## src/rtl/svc_rv_soc_run_ctrl_pkg.sv

```systemverilog
// Shared types for the SoC run sequencer.
// State encoding and run counter width.
package svc_rv_soc_run_ctrl_pkg;

  localparam int RUN_CNT_W = 16;

  typedef enum logic [1:0] {
    ST_IDLE = 2'd0,
    ST_HOLD = 2'd1,
    ST_RUN  = 2'd2,
    ST_DONE = 2'd3
  } run_state_e;

endpackage

```

## src/rtl/svc_rv_soc_run_ctrl.sv

```systemverilog
// Run sequencer: holds the SoC in reset, releases it, times the
// program until ebreak or timeout and hands out the cycle count.
module svc_rv_soc_run_ctrl
  import svc_rv_soc_run_ctrl_pkg::*;
#(
  parameter int CYCLE_W      = 32,
  parameter int RST_CYCLES   = 4,
  parameter int TIMEOUT      = 1048576,
  parameter bit AUTO_RESTART = 1'b0
) (
  input  logic                 clk,
  input  logic                 rst,
  input  logic                 start,
  input  logic                 soc_ebreak,
  output logic                 soc_rst_n,
  output logic                 busy,
  output logic                 result_valid,
  input  logic                 result_ready,
  output logic [CYCLE_W-1:0]   result_cycles,
  output logic                 result_timeout,
  output logic [RUN_CNT_W-1:0] run_count
);

  localparam int HOLD_W = (RST_CYCLES < 2) ? 1 : $clog2(RST_CYCLES);
  localparam logic [HOLD_W-1:0] HOLD_LAST = HOLD_W'(RST_CYCLES - 1);
  localparam logic [CYCLE_W-1:0] TO = CYCLE_W'(TIMEOUT);

  run_state_e         state_q;
  run_state_e         state_d;
  logic [HOLD_W-1:0]  hold_cnt;
  logic [CYCLE_W-1:0] cyc_cnt;
  logic [CYCLE_W-1:0] cyc_inc;
  logic               hit_to;
  logic               run_end;

  // Saturating increment keeps an unbounded run from wrapping.
  assign cyc_inc = (&cyc_cnt) ? cyc_cnt : cyc_cnt + 1'b1;
  assign hit_to  = (TIMEOUT != 0) && (cyc_inc == TO);
  assign run_end = (state_q == ST_RUN) && (soc_ebreak || hit_to);

  always_comb begin
    state_d = state_q;
    unique case (state_q)
      ST_IDLE: if (start) state_d = ST_HOLD;
      ST_HOLD: if (hold_cnt == HOLD_LAST) state_d = ST_RUN;
      ST_RUN:  if (soc_ebreak || hit_to) state_d = ST_DONE;
      ST_DONE: begin
        if (result_ready)
          state_d = AUTO_RESTART ? ST_HOLD : ST_IDLE;
      end
      default: state_d = ST_IDLE;
    endcase
  end

  always_ff @(posedge clk) begin
    if (rst) begin
      state_q        <= ST_IDLE;
      soc_rst_n      <= 1'b0;
      busy           <= 1'b0;
      result_valid   <= 1'b0;
      result_cycles  <= '0;
      result_timeout <= 1'b0;
      run_count      <= '0;
      hold_cnt       <= '0;
      cyc_cnt        <= '0;
    end else begin
      state_q      <= state_d;
      soc_rst_n    <= (state_d == ST_RUN);
      busy         <= (state_d != ST_IDLE);
      result_valid <= (state_d == ST_DONE);
      hold_cnt     <= (state_q == ST_HOLD) ? hold_cnt + 1'b1 : '0;
      cyc_cnt      <= (state_q == ST_RUN) ? cyc_inc : '0;
      // Ebreak wins a tie with timeout.
      if (run_end) begin
        result_cycles  <= cyc_inc;
        result_timeout <= ~soc_ebreak;
        run_count      <= run_count + 1'b1;
      end
    end
  end

endmodule

```

## config.mk

```make
export PLATFORM = sky130hd
export DESIGN_NAME = svc_rv_soc_run_ctrl
export DESIGN_NICKNAME = d
export VERILOG_FILES = /design/src/rtl/svc_rv_soc_run_ctrl_pkg.sv /design/src/rtl/svc_rv_soc_run_ctrl.sv
export SDC_FILE = /design/constraint.sdc
export NUM_CORES = 1
export LEC_CHECK = 0
export BUFFER_PORTS_ARGS = -buffer_cell sky130_fd_sc_hd__buf_2
export CAP_MARGIN = 20
export CORE_MARGIN = 3
export CORE_UTILIZATION = 35
export CTS_CLUSTER_DIAMETER = 150
export DETAILED_ROUTE_END_ITERATION = 8
export GPL_TIMING_DRIVEN = 0
export PLACE_DENSITY = 0.62
export SYNTH_ARGS = -nofsm -noshare
export SYNTH_HDL_FRONTEND = slang
export SYNTH_SLANG_ARGS = --single-unit
```

## constraint.sdc

```tcl
create_clock -name clk -period 3.9 [get_ports clk]
set_input_delay 0.195 -clock clk [delete_from_list [all_inputs] [get_ports clk]]
set_output_delay 0.195 -clock clk [all_outputs]
set_load 0.01 [all_outputs]
```

==> results of run 1 <==
## through the flow
stage                     cell area, sq um  worst slack [ns]
after floorplan                       4260             0.555
after global placement                4720            -0.548
after detailed placement              4720            -0.591
after CTS                             5090            0.0129
after global routing                  5150          -0.00288
final                                 5150             0.188
## flip-flops by register name (all words and copies together) (netlist names)
name and cells:
busy 1, result_valid 1, cyc_cnt 32, hold_cnt 2, result_timeout 1, run_count 16
soc_rst_n 1, state_q 2, result_cycles 32
## per-layer routing
metal	vias up	track usage	routed length (um)
li1	1943	-	-
met1	1815	0.231	5440
met2	124	0.275	5180
met3	21	0.0264	570
met4	0	0.0742	273
met5	-	0	0
## where the power goes
| part | internal (mW) | switching, mW |
|---|---|---|
| combinational | 0.00617 | 0.0152 |
| sequential | 0.901 | 0.00161 |
| clock | 0.523 | 0.382 |
| total | 1.43 | 0.398 |
## worst max-delay path: cells and delay by family (launching register included)
| kind | cells | cell delay [ns] |
|---|---|---|
| simple gates | 6 | 1.77 |
| fa+ha+maj | 1 | 0.21 |
| flops | 1 | 0.45 |
| buf+inv | 1 | 0.24 |
| mux | 1 | 0.38 |
| compound gates | 2 | 0.59 |
## synthesized netlist by cell type, types with 2 or more instances
master,n,share of area
nor4b_1,2,0.0041
nand2b_1,3,0.0044
a21o_1,3,0.0053
buf_4,5,0.0088
or3_1,5,0.0073
nor2_1,96,0.085
a21oi_1,18,0.021
nor4_1,9,0.013
o31a_1,3,0.0062
nand3_1,18,0.021
clkbuf_2,2,0.0024
nand4_1,14,0.021
buf_2,13,0.015
and2_1,3,0.0044
nor3b_1,2,0.0035
mux2i_1,20,0.047
mux2_2,6,0.016
nand2_1,27,0.024
nand3b_1,3,0.0053
a31o_2,2,0.0041
inv_1,16,0.014
o21ai_0,9,0.011
dfxtp_1,88,0.41
nor2b_1,9,0.013
xor2_1,5,0.010
or4_1,5,0.0088
ha_1,3,0.0088
and3_1,7,0.010
o211ai_1,2,0.0035
o31ai_1,4,0.0071
xnor2_1,17,0.035
and4_1,6,0.012
a31oi_1,6,0.0088
a211oi_1,21,0.037
clkbuf_1,11,0.0097
nor3_1,22,0.026
## cells by family (layout without fill, tap and decap cells)
| family | Yosys count | count (layout) | synth area share |
|---|---|---|---|
| compound gates | 76 | 76 | 0.124 |
| xor+xnor | 23 | 23 | 0.0491 |
| fa+ha+maj | 3 | 3 | 0.00881 |
| buf+inv | 47 | 128 | 0.0502 |
| flops | 88 | 88 | 0.414 |
| mux | 26 | 26 | 0.0629 |
| simple gates | 240 | 240 | 0.292 |
## repair_timing
| action | in CTS | in global routing |
|---|---|---|
| pin swaps | 2 | 5 |
| hold endpoints to repair | 0 | 0 |
| setup buffers | 5 | 5 |
| gates resized for setup | 3 | 6 |
| setup endpoints to repair | 50 | 49 |
## layout by cell type (no fill, tap or decap), types with 17 or more instances in the layout
master    netlist  layout
nor2_1         96      96
a21oi_1        18      18
nor3_1         22      21
nand3_1        18      18
dfxtp_1        88      88
a211oi_1       21      21
xnor2_1        17      17
mux2i_1        20      20
buf_2          13      68
nand2_1        27      27
## how the worst max path moves through the flow
stage                                 from                        endpoint  slack (ns)  cells past startpoint
floorplan           cyc_cnt[23]$_SDFF_PP0_       run_count[4]$_SDFFE_PP0P_        0.55                     11
global placement     cyc_cnt[0]$_SDFF_PP0_  result_cycles[26]$_SDFFE_PP0P_       -0.55                     11
detailed placement   cyc_cnt[0]$_SDFF_PP0_  result_cycles[26]$_SDFFE_PP0P_       -0.59                     11
CTS                  cyc_cnt[0]$_SDFF_PP0_       run_count[4]$_SDFFE_PP0P_        0.01                     12
global route         cyc_cnt[0]$_SDFF_PP0_       run_count[4]$_SDFFE_PP0P_      -0.003                     12
finish               cyc_cnt[0]$_SDFF_PP0_       run_count[4]$_SDFFE_PP0P_        0.19                     11
## area by class of cell
type | count | share of cell area
clock buffers | 10 | 0.0464
well taps | 143 | 0.0347
flip-flops and latches | 88 | 0.342
inverters | 16 | 0.0117
plain buffers | 30 | 0.0296
clock inverters | 6 | 0.0143
multi-input cells | 368 | 0.453
repair buffers | 66 | 0.0689
==> impl_metrics.json, run 1 <==
{
  "status": "finished clean",
  "min_from": "start",
  "grt_pass1_wl_um": 18600,
  "wl_per_cell_um": 15.8,
  "hpwl_um": 8430,
  "clock-skew-final_ns": 0.00764,
  "powerDensity_mw_per_mm2": 355,
  "holdPathStages": 3,
  "period_share": 0.952,
  "vias": 3903,
  "max_stage_delay_ns": 0.57,
  "nets": 587,
  "rrSetupSlack_ns": 0.19,
  "synth_edf_count": 0,
  "drt_iter0_markers": 378,
  "timing_hold_violations_final": 0,
  "syn_nets": 511,
  "yosysSeqAreaShare": 0.414,
  "gp_congestion": 0.915,
  "drive_above_1_share": 0.216,
  "grt_pass1_vias": 3758,
  "rows": 39,
  "synthCells": 503,
  "area_growth_pct": 21.0,
  "hold_path.class": "in2reg",
  "cts_hold_buf": 0,
  "fillCellCount": 1152,
  "tritoncts": "done",
  "postRouteAntennaNets": 0,
  "antenna_found_initial": 0,
  "min_to": "state_q[0]$_SDFF_PP0_",
  "clk-insertion-delay-late_ns": 0.35,
  "leakage_nw": 1.92,
  "postSynth.asyncResetShare": 0,
  "synth_warnings": 0,
  "cts_buffers": 9,
  "coreArea_sq_mm": 0.0117,
  "cts_root_buf": "clkbuf_16",
  "die_x_um": 116,
  "cp-start-kind": "register",
  "crit_slowest_cell": "or4_4",
  "start_util": 0.365,
  "ys_types": 54,
  "clock_path_buffers": 2,
  "ys_ff_latch": 88,
  "grt_max_degree": 17,
  "r2r_start": "cyc_cnt[0]$_SDFF_PP0_",
  "setup_viol": 0,
  "placedCellCount": 702,
  "reg2reg_to": "run_count[4]$_SDFFE_PP0P_",
  "overflow": 0,
  "instances_no_fill": 727,
  "wl_um": 11500,
  "cts_htree_levels": 3,
  "cp-end-kind": "register",
  "drt_first_pass_iters": 5,
  "ys.flop_type": "dfxtp_1",
  "multi_input_area_sq_mm": 0.00233,
  "synth_area_sq_mm": 0.00426,
  "antennaDiodeCount": 0,
  "cp_max_fo": 10,
  "arrival_ns": 3.98,
  "portBuffers": 56,
  "ios": 57,
  "total_power_mw": 1.83,
  "r2r_cells": 11,
  "routed_via_density": 5.37,
  "fp.dieArea_sq_mm": 0.0135,
  "clkSlewWorstSetupHoldPaths_ns": 0.07,
  "cts.sinks": 88,
  "drv_cap": 0,
  "setup_tns_ns": 0,
  "tightest_slew_ns": 0.634,
  "cp_cell_sequence": "ha_4 -> nand4_1 -> nor4_2 -> nand2_1 -> nor2_1 -> mux2_2 -> or4_4 -> o31a_1 -> buf_2 -> or3_1 -> a21oi_1",
  "drv_slew": 0,
  "fin_util": 0.442,
  "crit_required_ns": 4.17,
  "seq_area_sq_mm": 0.00176,
  "drc": 0,
  "syn_area_per_cell_sq_um": 8.47,
  "finalCriticalPeriod_ns": 3.71,
  "hold_slack_ns": 0.147,
  "fmax_mhz": 269,
  "grt_usage": 0.172,
  "dieHeight_um": 116,
  "ir_drop_uv": 186,
  "slew_headroom": 0.578,
  "crit_type": "reg2reg"
}
Note: power is estimated with default switching activity, not from simulation.
==> run 2: changes to the inputs <==
Settings changed: RECOVER_POWER set to 100.
==> run 2 against run 1 <==
Compared with the run above: highest routed layer unchanged; die area did not move; clock skew rose by 0.00070 ns; via count fell by 0.41%; cell count did not move; final area fell by 1.3%.
==> impl_metrics.json, run 2 (same netlist as run 1, synthesis figures left out) <==
{
  "status": "finished clean",
  "cp_max_fo": 10,
  "setup_tns_ns": 0,
  "die_x_um": 116,
  "leakage_nw": 1.69,
  "r2r_cells": 12,
  "reg_top3": "cyc_cnt (32), result_cycles (32), run_count (16)",
  "period_share": 0.953,
  "drc": 0,
  "nets": 587,
  "wl_um": 11500,
  "clk-insertion-delay-late_ns": 0.35,
  "crit_type": "reg2reg",
  "routed_via_density": 5.35,
  "drt_iter0_markers": 359,
  "place_area_sq_mm": 0.00472,
  "slew_headroom": 0.568,
  "dieHeight_um": 116,
  "wl_per_cell_um": 15.8,
  "timing_hold_violations_final": 0,
  "grt_pass1_wl_um": 18600,
  "multi_input_area_sq_mm": 0.00233,
  "grt_usage": 0.172,
  "crit_required_ns": 4.17,
  "area_growth_pct": 19.4,
  "tightest_slew_ns": 0.648,
  "tritoncts": "done",
  "fp.dieArea_sq_mm": 0.0135,
  "finalCriticalPeriod_ns": 3.72,
  "cts_htree_levels": 3,
  "antenna_found_initial": 0,
  "drv_slew": 0,
  "postRouteAntennaNets": 0,
  "ir_drop_uv": 186,
  "clkSlewWorstSetupHoldPaths_ns": 0.06,
  "vias": 3887,
  "cts_root_buf": "clkbuf_16",
  "holdPathStages": 3,
  "start_util": 0.365,
  "seq_area_sq_mm": 0.00176,
  "hold_path.class": "in2reg",
  "fmax_mhz": 269,
  "coreArea_sq_mm": 0.0117,
  "final_common_cell": "nor2_1",
  "arrival_ns": 3.99,
  "cts_buffers": 9,
  "rows": 39,
  "drive_above_1_share": 0.125,
  "clock-skew-final_ns": 0.00833,
  "drv_cap": 0,
  "mostFrequentLayoutCells": "nor2_1 (96), dfxtp_1 (88), clkbuf_1 (63)",
  "portBuffers": 56,
  "final_area_sq_mm": 0.00509,
  "setup_viol": 0,
  "gp_congestion": 0.915,
  "hpwl_um": 8430,
  "cts.sinks": 88,
  "cp-start-kind": "register",
  "grt_pass1_vias": 3758,
  "clock_path_buffers": 2,
  "powerDensity_mw_per_mm2": 360,
  "cp-end-kind": "register",
  "overflow": 0,
  "fillCellCount": 1170,
  "antennaDiodeCount": 0,
  "ios": 57,
  "grt_max_degree": 17,
  "drt_first_pass_iters": 5
}
-- run 2: repair_timing --
item                       in CTS  in global routing
gates resized for setup         3                  6
setup buffers                   5                  5
pin swaps                       2                  5
gates cloned                    0                  0
hold buffers                    0                  0
setup endpoints to repair      50                 49
-- run 2: final timing paths --
| path | from | slack, ns | to |
|---|---|---|---|
| worst max register to register | cyc_cnt[0]$_SDFF_PP0_ | 0.18 | run_count[4]$_SDFFE_PP0P_ |
| worst min-delay path | start | 0.15 | state_q[0]$_SDFF_PP0_ |
| worst max-delay path | cyc_cnt[0]$_SDFF_PP0_ | 0.18 | run_count[4]$_SDFFE_PP0P_ |
| worst min register to register | hold_cnt[0]$_SDFF_PP0_ | 0.44 | hold_cnt[0]$_SDFF_PP0_ |
-- run 2: through the flow --
| step | util | worst slack [ns] | total power [mW] | cells | hold slack (ns) |
|---|---|---|---|---|---|
| floorplan | - | 0.555 | 0.935 | 503 | 0.380 |
| global placement | 0.405 | -0.548 | 0.944 | 702 | 0.416 |
| detailed placement | 0.405 | -0.591 | 0.944 | 702 | 0.432 |
| CTS | 0.436 | 0.0129 | 1.85 | 723 | 0.150 |
| global route | 0.436 | -0.00288 | 1.88 | 727 | 0.201 |
| finish | 0.436 | 0.184 | 1.83 | 727 | 0.147 |
-- run 2: layout make-up --
| cell class | instances | share of cell area |
|---|---|---|
| Multi-Input combinational cell | 368 | 0.458 |
| Sequential cell | 88 | 0.346 |
| Timing Repair Buffer | 66 | 0.0568 |
| Clock buffer | 10 | 0.0470 |
| Tap cell | 143 | 0.0352 |
| Buffer | 30 | 0.0300 |
| Clock inverter | 6 | 0.0145 |
| Inverter | 16 | 0.0118 |
-- run 2: worst max-delay path, cell delays in order (launching register included) --
cell and delay (ns):
dfxtp_1 0.45, ha_4 0.21, and4_1 0.19, buf_4 0.14, nand4_4 0.22, nor4_2 0.35
xnor2_1 0.23, nor4b_2 0.36, nand4_1 0.29, o31a_1 0.45, buf_2 0.24, or3_1 0.35
a21oi_1 0.14
-- run 2: layer usage --
| layer | GRT usage | routed length, um | up-vias |
|---|---|---|---|
| li1 | - | - | 1948 |
| met3 | 0.0264 | 555 | 17 |
| met2 | 0.275 | 5190 | 109 |
| met5 | 0 | 0 | - |
| met4 | 0.0742 | 248 | 0 |
| met1 | 0.231 | 5500 | 1813 |
-- run 2: power breakdown --
| part | internal [mW] | switching, mW | leakage, nW |
|---|---|---|---|
| Clock | 0.523 | 0.385 | 0.154 |
| Sequential | 0.901 | 0.00162 | 0.709 |
| Combinational | 0.00577 | 0.0152 | 0.827 |
| Total | 1.43 | 0.401 | 1.69 |
==> run 3: changes to the inputs <==
Settings changed: PLACE_DENSITY 0.62 to 0.64.
Clock period 3.9 ns to 3.2 ns, I/O delays scaled along.
==> run 3 against run 2 <==
Compared with the run above: register-to-register slack got worse by 0.34 ns; routed wire length up 11%; sequential cell count unchanged; clock power up 18%; final area grew 13%; largest cell class unchanged; critical endpoint is now run_count[6]$_SDFFE_PP0P_; combinational power is 45% higher; die area stayed put; critical path depth is 1 higher; non-clock buffer count rose by 34; the run now ends with negative setup slack left; clock skew fell by 0.0017 ns; largest power group is now registers; critical path type unchanged; highest routed layer unchanged.
==> impl_metrics.json, run 3 (same netlist as run 1, synthesis figures left out) <==
{
  "instances_no_fill": 762,
  "path_common_cell": "buf_6",
  "arrival_ns": 3.59,
  "clkSlewWorstSetupHoldPaths_ns": 0.07,
  "drc": 0,
  "cp_max_fo": 10,
  "timing.final.ws_setup_ns": -0.153,
  "clkPwrFrac": 0.486,
  "antennaDiodeCount": 0,
  "wl_per_cell_um": 16.8,
  "nets": 622,
  "final_area_sq_mm": 0.00577,
  "crit_required_ns": 3.44,
  "cp_cell_sequence": "buf_4 -> nand4_1 -> or2_4 -> or4_4 -> buf_6 -> a211oi_2 -> o211ai_1 -> buf_4 -> o31ai_4 -> buf_6 -> buf_6 -> nand3_1 -> mux2_2",
  "clock-skew-final_ns": 0.00667,
  "tightest_slew_ns": 0.755,
  "die_x_um": 116,
  "internal-power_mw": 1.72,
  "fillCellCount": 1113,
  "vias": 4162,
  "setup_viol": 39,
  "postRouteAntennaNets": 0,
  "fin_util": 0.495,
  "violations": "negative setup slack",
  "mostFrequentLayoutCells": "nor2_1 (94), dfxtp_1 (78), clkbuf_1 (63)",
  "combPwrFrac": 0.014,
  "max_stage_delay_ns": 0.54,
  "antenna_found_initial": 0,
  "total_power_mw": 2.20,
  "cp-end-kind": "register",
  "drt_iter0_markers": 322,
  "grt_pass1_wl_um": 20000,
  "coreArea_sq_mm": 0.0117,
  "grt_pass1_vias": 4001,
  "cts_buffers": 9,
  "dieHeight_um": 116,
  "timing_hold_violations_final": 0,
  "reg_top3": "cyc_cnt (32), result_cycles (32), run_count (16)",
  "final_common_cell": "nor2_1",
  "area_growth_pct": 35.5,
  "seqPwrFrac": 0.500,
  "grt_usage": 0.188,
  "multi_input_area_sq_mm": 0.00261,
  "swShare": 0.219,
  "portBuffers": 56,
  "period_share": 1.05,
  "rows": 39,
  "start_util": 0.365,
  "drt_first_pass_iters": 5,
  "rsz0062_at_grt": "true",
  "cts.sinks": 88,
  "drv_slew": 0,
  "crit_slowest_cell": "or4_4",
  "drv_cap": 0,
  "seq_area_sq_mm": 0.00178,
  "fmax_mhz": 298,
  "slew_headroom": 0.496,
  "grt_max_degree": 16,
  "cts_htree_levels": 3,
  "routed_via_density": 5.46,
  "wl_um": 12800,
  "fp.dieArea_sq_mm": 0.0135,
  "drive_above_1_share": 0.255,
  "clock_path_buffers": 2,
  "p_sw_uw": 482,
  "hpwl_um": 8620,
  "hold_path.class": "in2reg",
  "cts_root_buf": "clkbuf_16",
  "clk-insertion-delay-late_ns": 0.35,
  "gp_congestion": 0.881,
  "leakage_nw": 2.02,
  "placedCellCount": 702,
  "crit_type": "reg2reg",
  "powerDensity_mw_per_mm2": 381,
  "cp-start-kind": "register",
  "post-place-ws_ns": -0.938,
  "status": "finished with violations",
  "place_area_sq_mm": 0.00477,
  "ir_drop_uv": 223,
  "ios": 57,
  "tritoncts": "done",
  "overflow": 0,
  "finalCriticalPeriod_ns": 3.35
}
[run 3: timing repair]
action | in CTS | in global routing
pin swaps | 36 | 16
gates resized for setup | 63 | 45
buffers inserted | 35 | 7
hold buffers | 0 | 0
gates cloned | 2 | 1
setup endpoints to repair | 53 | 50
[run 3: power by group through the flow]
stage          registers (mW)  logic, mW  clock network [mW]
5_1_grt                  1.10     0.0333                1.13
4_1_cts                  1.10     0.0290                1.08
6_report                 1.10     0.0304                1.07
3_5_place_dp             1.12     0.0280                   0
3_3_place_gp             1.12     0.0271                   0
2_1_floorplan            1.13     0.0147                   0
[run 3: layout make-up]
type,count,share of cell area
Sequential cell,88,0.308
Timing Repair Buffer,100,0.101
Buffer,30,0.0466
Inverter,16,0.0104
Clock inverter,6,0.0119
Multi-Input combinational cell,369,0.452
Clock buffer,10,0.0397
Tap cell,143,0.0310
[run 3: worst max-delay path, delay by kind of cell, from the launching register on]
| kind | cells | cell delay, ns |
|---|---|---|
| simple gates | 4 | 1.13 |
| buf+inv | 5 | 0.80 |
| compound gates | 3 | 0.70 |
| flops | 1 | 0.31 |
| mux | 1 | 0.28 |
[run 3: path summary, 6_finish.rpt]
| check | start | to | slack (ns) | cells past startpoint |
|---|---|---|---|---|
| setup / recovery | cyc_cnt[25]$_SDFF_PP0_ | run_count[6]$_SDFFE_PP0P_ | -0.15 | 13 |
| hold / removal | result_ready | state_q[1]$_SDFF_PP0_ | 0.14 | 4 |
| setup reg to reg | cyc_cnt[25]$_SDFF_PP0_ | run_count[6]$_SDFFE_PP0P_ | -0.15 | 13 |
| hold reg to reg | hold_cnt[0]$_SDFF_PP0_ | hold_cnt[0]$_SDFF_PP0_ | 0.45 | 1 |
[run 3: per-layer routing]
| metal | part of all wire | vias to the layer above | GRT usage |
|---|---|---|---|
| met3 | 0.052 | 30 | 0.0363 |
| met1 | 0.44 | 1995 | 0.245 |
| met2 | 0.48 | 116 | 0.309 |
| met4 | 0.025 | 0 | 0.0727 |
| met5 | 0 | - | 0 |
| li1 | - | 2021 | - |
[run 3: through the flow]
step | TNS [ns] | hold WS, ns
3_3_place_gp | -40.72 | 0.413
4_1_cts | -0.832 | 0.116
6_report | -2.74 | 0.136
5_1_grt | -9.37 | 0.170
2_1_floorplan | 0 | 0.345
3_5_place_dp | -38.81 | 0.439
